`config.mk`:
```
export PLATFORM = sky130hd
export DESIGN_NAME = shadow_write_buffer
export DESIGN_NICKNAME = d
export VERILOG_FILES = /design/src/rtl/shadow_write_buffer.sv
export SDC_FILE = /design/constraint.sdc
export NUM_CORES = 1
export LEC_CHECK = 0
export ABC_CLOCK_PERIOD_IN_PS = 7300
export CAP_MARGIN = 40
export CELL_PAD_IN_SITES_DETAIL_PLACEMENT = 0
export CELL_PAD_IN_SITES_GLOBAL_PLACEMENT = 1
export CORE_UTILIZATION = 30
export DETAILED_ROUTE_END_ITERATION = 8
export GPL_TIMING_DRIVEN = 0
export PLACE_DENSITY_LB_ADDON = 0.05
export SYNTH_ARGS = -nofsm -noshare
export SYNTH_HDL_FRONTEND = slang
export SYNTH_SLANG_ARGS = --single-unit
```
`constraint.sdc`:
```
create_clock -name clk_sys -period 7.3 [get_ports clk_sys]
set_clock_uncertainty 0.1 [all_clocks]
set_input_delay 1.46 -clock clk_sys [delete_from_list [all_inputs] [get_ports clk_sys]]
set_output_delay 1.46 -clock clk_sys [all_outputs]
set_load 0.05 [all_outputs]
```
`src/rtl/shadow_write_buffer.sv`:
```
// Shadow write buffer: queues CPU writes to shadowed bank 00/01 video regions
// and replays them into E0/E1 slow RAM, one write per slow-RAM slot.
module shadow_write_buffer #(
  parameter int DEPTH    = 4,
  parameter int SLOW_DIV = 14
) (
  input  logic        clk_sys,
  input  logic        reset,
  input  logic        fast_clk,
  input  logic [7:0]  bank,
  input  logic [15:0] addr,
  input  logic [7:0]  dout,
  input  logic        we,
  input  logic        IO,
  input  logic [7:0]  shadow,
  output logic [16:0] sram_addr,
  output logic [7:0]  sram_data,
  output logic        sram_we,
  output logic        cpu_stall,
  output logic [4:0]  level,
  output logic        overflow
);

  localparam int PW = (DEPTH > 1) ? $clog2(DEPTH) : 1;
  localparam int CW = (SLOW_DIV > 1) ? $clog2(SLOW_DIV) : 1;
  localparam logic [4:0] FULL = 5'(DEPTH);

  typedef struct packed {
    logic        hi;
    logic [15:0] a;
    logic [7:0]  d;
  } entry_t;

  entry_t        mem [DEPTH];
  logic [PW-1:0] wp, rp;
  logic [CW-1:0] cnt;
  logic [4:0]    level_nxt;
  logic          in_main, in_b01, in_shr, match, cap, full, slot, push, pop;

  // Bank 01 gates the four classic regions with shadow[4]; super-hires is separate.
  always_comb begin
    in_main = ((addr[15:10] == 6'b000001) & ~shadow[0]) |
              ((addr[15:10] == 6'b000010) & ~shadow[5]) |
              ((addr[15:13] == 3'b001)    & ~shadow[1]) |
              ((addr[15:13] == 3'b010)    & ~shadow[2]);
    in_shr  = (addr >= 16'h2000) && (addr <= 16'h9FFF) && !shadow[3];
    in_b01  = (in_main & ~shadow[4]) | in_shr;
    match   = ~IO & (((bank == 8'h00) & in_main) | ((bank == 8'h01) & in_b01));
  end

  assign cap  = fast_clk & we & match;
  assign full = (level == FULL);
  assign slot = (cnt == CW'(SLOW_DIV - 1));
  assign pop  = slot & (level != 5'd0);
  assign push = cap & ~full;

  always_comb begin
    level_nxt = level;
    if (push & ~pop)      level_nxt = level + 5'd1;
    else if (pop & ~push) level_nxt = level - 5'd1;
  end

  always_ff @(posedge clk_sys) begin
    if (push) mem[wp] <= '{hi: bank[0], a: addr, d: dout};
  end

  always_ff @(posedge clk_sys or posedge reset) begin
    if (reset) begin
      cnt       <= '0;
      wp        <= '0;
      rp        <= '0;
      level     <= '0;
      cpu_stall <= 1'b0;
      overflow  <= 1'b0;
      sram_we   <= 1'b0;
      sram_addr <= '0;
      sram_data <= '0;
    end else begin
      cnt <= slot ? '0 : cnt + CW'(1);
      if (push) wp <= wp + PW'(1);
      if (pop) begin
        rp        <= rp + PW'(1);
        sram_addr <= {mem[rp].hi, mem[rp].a};
        sram_data <= mem[rp].d;
      end
      sram_we   <= pop;
      level     <= level_nxt;
      cpu_stall <= (level_nxt == FULL);
      overflow  <= overflow | (cap & full);
    end
  end

endmodule

```
==> metrics.md <==
| Metric | Value |
|---|---|
| FFs w/ async S/R, synth | `29.1%` |
| Vias in the first global route | `between 3000 and 4000` |
| Clk root buf | `clkbuf_16` |
| Ports | `78` |
| LEAKAGE | `around 2.5 nW` |
| Ys flop type | `edfxtp_1` |
| Final hold slack | `~0.39 ns` |
| Peak VDD IR | `0.173 mV` |
| HP Class | `reg2reg` |
| Crit-path slowest cell | `and2_2` |
| Detailed-route vias per instance | `roughly 4.6` |
| Req. time, crit path | `roughly 7.2 ns` |
| Clock power frac | `approximately half` |
| Post_cts resized | `0` |
| Pin count of the biggest net entering global routing | `26` |
| Post-route DRC | `6` |
| Post-CTS Setup Bufs | `0` |
| Library cells used by synthesis | `40` |
| Run status | `finished with violations` |
| Worst setup SP type | `primary input` |
| Crit. End Element | `flip-flop` |
| Global-route wire length before repair | `18400 µm` |
| Max FO, Critical Path | `25` |
| Gr usage total | `a little over an eighth` |
| Hold Vio Cnt, Final | `0` |
| PwrDens | `between 200 and 250 nW/µm²` |
| Bufs and invs on worst path | `1` |
| Max frequency | `around 250 MHz` |
| Worst-path clk slew | `~0.060 ns` |
| Total Power | `1.80 mW` |
| Clk sink count | `~140` |
| Minimum clock period | `~4.1 ns` |
| Final Max Slew Viols | `0` |
| Drt pass-1 iters | `8` |
| Sequential power share | `between 40% and 50%` |
| Synthesized area per cell | `a little under 20 µm²` |
| GR Overflow Total | `0` |
| Sw power | `0.371 mW` |
| Nets@finish | `roughly 440` |
| I/O Buffers | `between 70 and 80` |
| Core area | `~18000 µm²` |
| CTS tree | `built` |
| Ant. Diodes | `0` |
| Placer Congestion | `around 0.71` |
| Commonest non-fill, non-tap cell in the layout | `edfxtp_1` |
| Wirelength, routed | `11400 µm` |
| Initial Utilization | `a little under a third` |
| Multi-input gate area | `between 1000 and 1500 µm²` |
| Die ar. | `approximately 19000 µm²` |
| CTS Buf Count | `17` |
| Tcrit/Tclk final | `55.5%` |
| FF+latch area | `around 4000 µm²` |
| Final setup vio count | `0` |
| Maxcap violations | `0` |
| Maximum clock path buffer count | `2` |
| Worst path max stage delay | `about 0.76 ns` |
| Worst skew pair latency | `around 0.42 ns` |
| Synth Net Count | `between 300 and 400` |
| Critical path class | `in2reg` |
| Avg WL per Cell | `18.1 µm` |
| Gate power share | `roughly 2.7%` |
| Slew of the pin with the lowest slew margin | `roughly 0.76 ns` |
| Int Pwr | `approximately 1.4 mW` |
| Total number of H-tree levels | `4` |
| Most frequent cells in the layout | `edfxtp_1, clkdlybuf4s50_1, dfrtp_1, mux2_2, mux4_2` |
| Sequential-to-total area share from yosys stat | `72.0%` |
| Chip width | `approximately 140 µm` |
| Slew headroom | `49.7%` |
| # hold bufs at CTS | `0` |
| Detail Placement HPWL | `about 7200 µm` |
| Via count | `approximately 2900` |
| Post-route setup TNS | `0 ns` |
| Initial antenna violation count | `0` |
| YS warnings | `0` |
| 1st-iter DRT viols | `192` |
| Violated checks | `design-rule violations` |
| Antenna viol nets, final | `0` |
| # rows | `49` |
| Switch share | `20.7%` |
| Area Growth Syn to Fin | `29.9%` |
| Die boundary height | `approximately 140 µm` |
| Post-synth EDFFs | `100` |
| Syn Std Cell Area | `around 5600 µm²` |
| Seq cells post-synth | `between 100 and 150` |
| Critical path arrival | `approximately 4.0 ns` |
| Setup repair after global routing missed its margin | `false` |
| Layout cells sized above 1 | `a little over a quarter` |
| Critical-path cell list | `clkdlybuf4s50_1 > nor3b_1 > o211ai_1 > a31oi_2 > and2_2` |
| Synthesized instance count | `about 290` |
| Top delay family on crit path | `simple AND/OR/NAND/NOR gates` |
| Number of fill cells | `roughly 1700` |
routing by layer:
metal | GRT usage [%] | wire length [µm]
met1 | 15.9 | 4980
met2 | 22.1 | 5790
met3 | 4.18 | 478
met4 | 4.74 | 142
met5 | 0 | 0
sequential cells by signal, summed over array words and instances (netlist names):
name,count
mem,100
sram_addr,17
sram_data,8
level,5
cnt,4
rp,2
wp,2
cpu_stall,1
overflow,1
sram_we,1
kinds of logic (layout without fill, tap and decap cells):
family	Yosys count	in the layout	synth area share, %
adders and majority gates	7	7	1.56
buffers and inverters	19	127	1.41
and+or+nand+nor	45	45	5.54
DFF	141	141	72.0
AOI/OAI and AO/OA	16	16	2.15
xor gates and xnor gates	6	6	0.939
muxes	57	57	16.4
worst paths after layout:
check / startpoint / end / slack, ns / cells past startpoint
max: addr[11] / mem[0][23]$_DFFE_PP_ / 3.25 / 5
min: overflow$_DFF_PP0_ / overflow$_DFF_PP0_ / 0.39 / 1
max reg2reg: level[0]$_DFF_PP0_ / mem[0][23]$_DFFE_PP_ / 4.48 / 6
min reg2reg: overflow$_DFF_PP0_ / overflow$_DFF_PP0_ / 0.39 / 1
max in group asynchronous: reset / rp[1]$_DFFE_PP0P_ / 5.29 / 3
min in group asynchronous: reset / sram_data[0]$_DFFE_PP0P_ / 1.29 / 2
synthesized netlist by cell type, types with 4 or more instances:
library cell / count / area (µm²)
mux4_2: 25 / 563
inv_1: 9 / 33.8
nand2_1: 10 / 37.5
clkbuf_1: 4 / 15.0
edfxtp_1: 100 / 3000
nor2_1: 5 / 18.8
ha_1: 7 / 87.6
mux2_2: 26 / 293
dfrtp_1: 41 / 1030
buf_2: 6 / 30.0
o21ai_0: 5 / 25.0
mux2i_1: 5 / 50.1
and2_1: 5 / 31.3
nor3b_1: 5 / 37.5
final cells by class:
class | instances | area share [%]
plain buffers | 10 | 0.619
clock buffers | 17 | 5.85
clock inverters | 15 | 2.58
inverters | 9 | 0.464
multi-input cells | 131 | 20.6
flip-flops and latches | 141 | 55.4
well taps | 229 | 3.94
repair buffers | 76 | 10.6
metrics by stage:
stage | utilization, % | area (µm²) | setup slack (ns) | cells
2_1_floorplan | - | 5600 | 3.84 | 291
3_3_place_gp | 36.6 | 6640 | 2.12 | 595
3_5_place_dp | 36.7 | 6660 | 2.65 | 596
4_1_cts | 40.1 | 7270 | 3.10 | 628
5_1_grt | 40.1 | 7270 | 3.01 | 628
6_report | 40.1 | 7270 | 3.25 | 628
power by group through the flow:
stage               sequential (mW)  clock [mW]  combinational (mW)
finish                        0.860       0.890              0.0482
global route                  0.859       0.954              0.0529
CTS                           0.860       0.918              0.0498
detailed placement            0.876           0              0.0496
global placement              0.876           0              0.0473
floorplan                     0.878           0              0.0104
No activity file was read; power rests on OpenSTA's default activity.
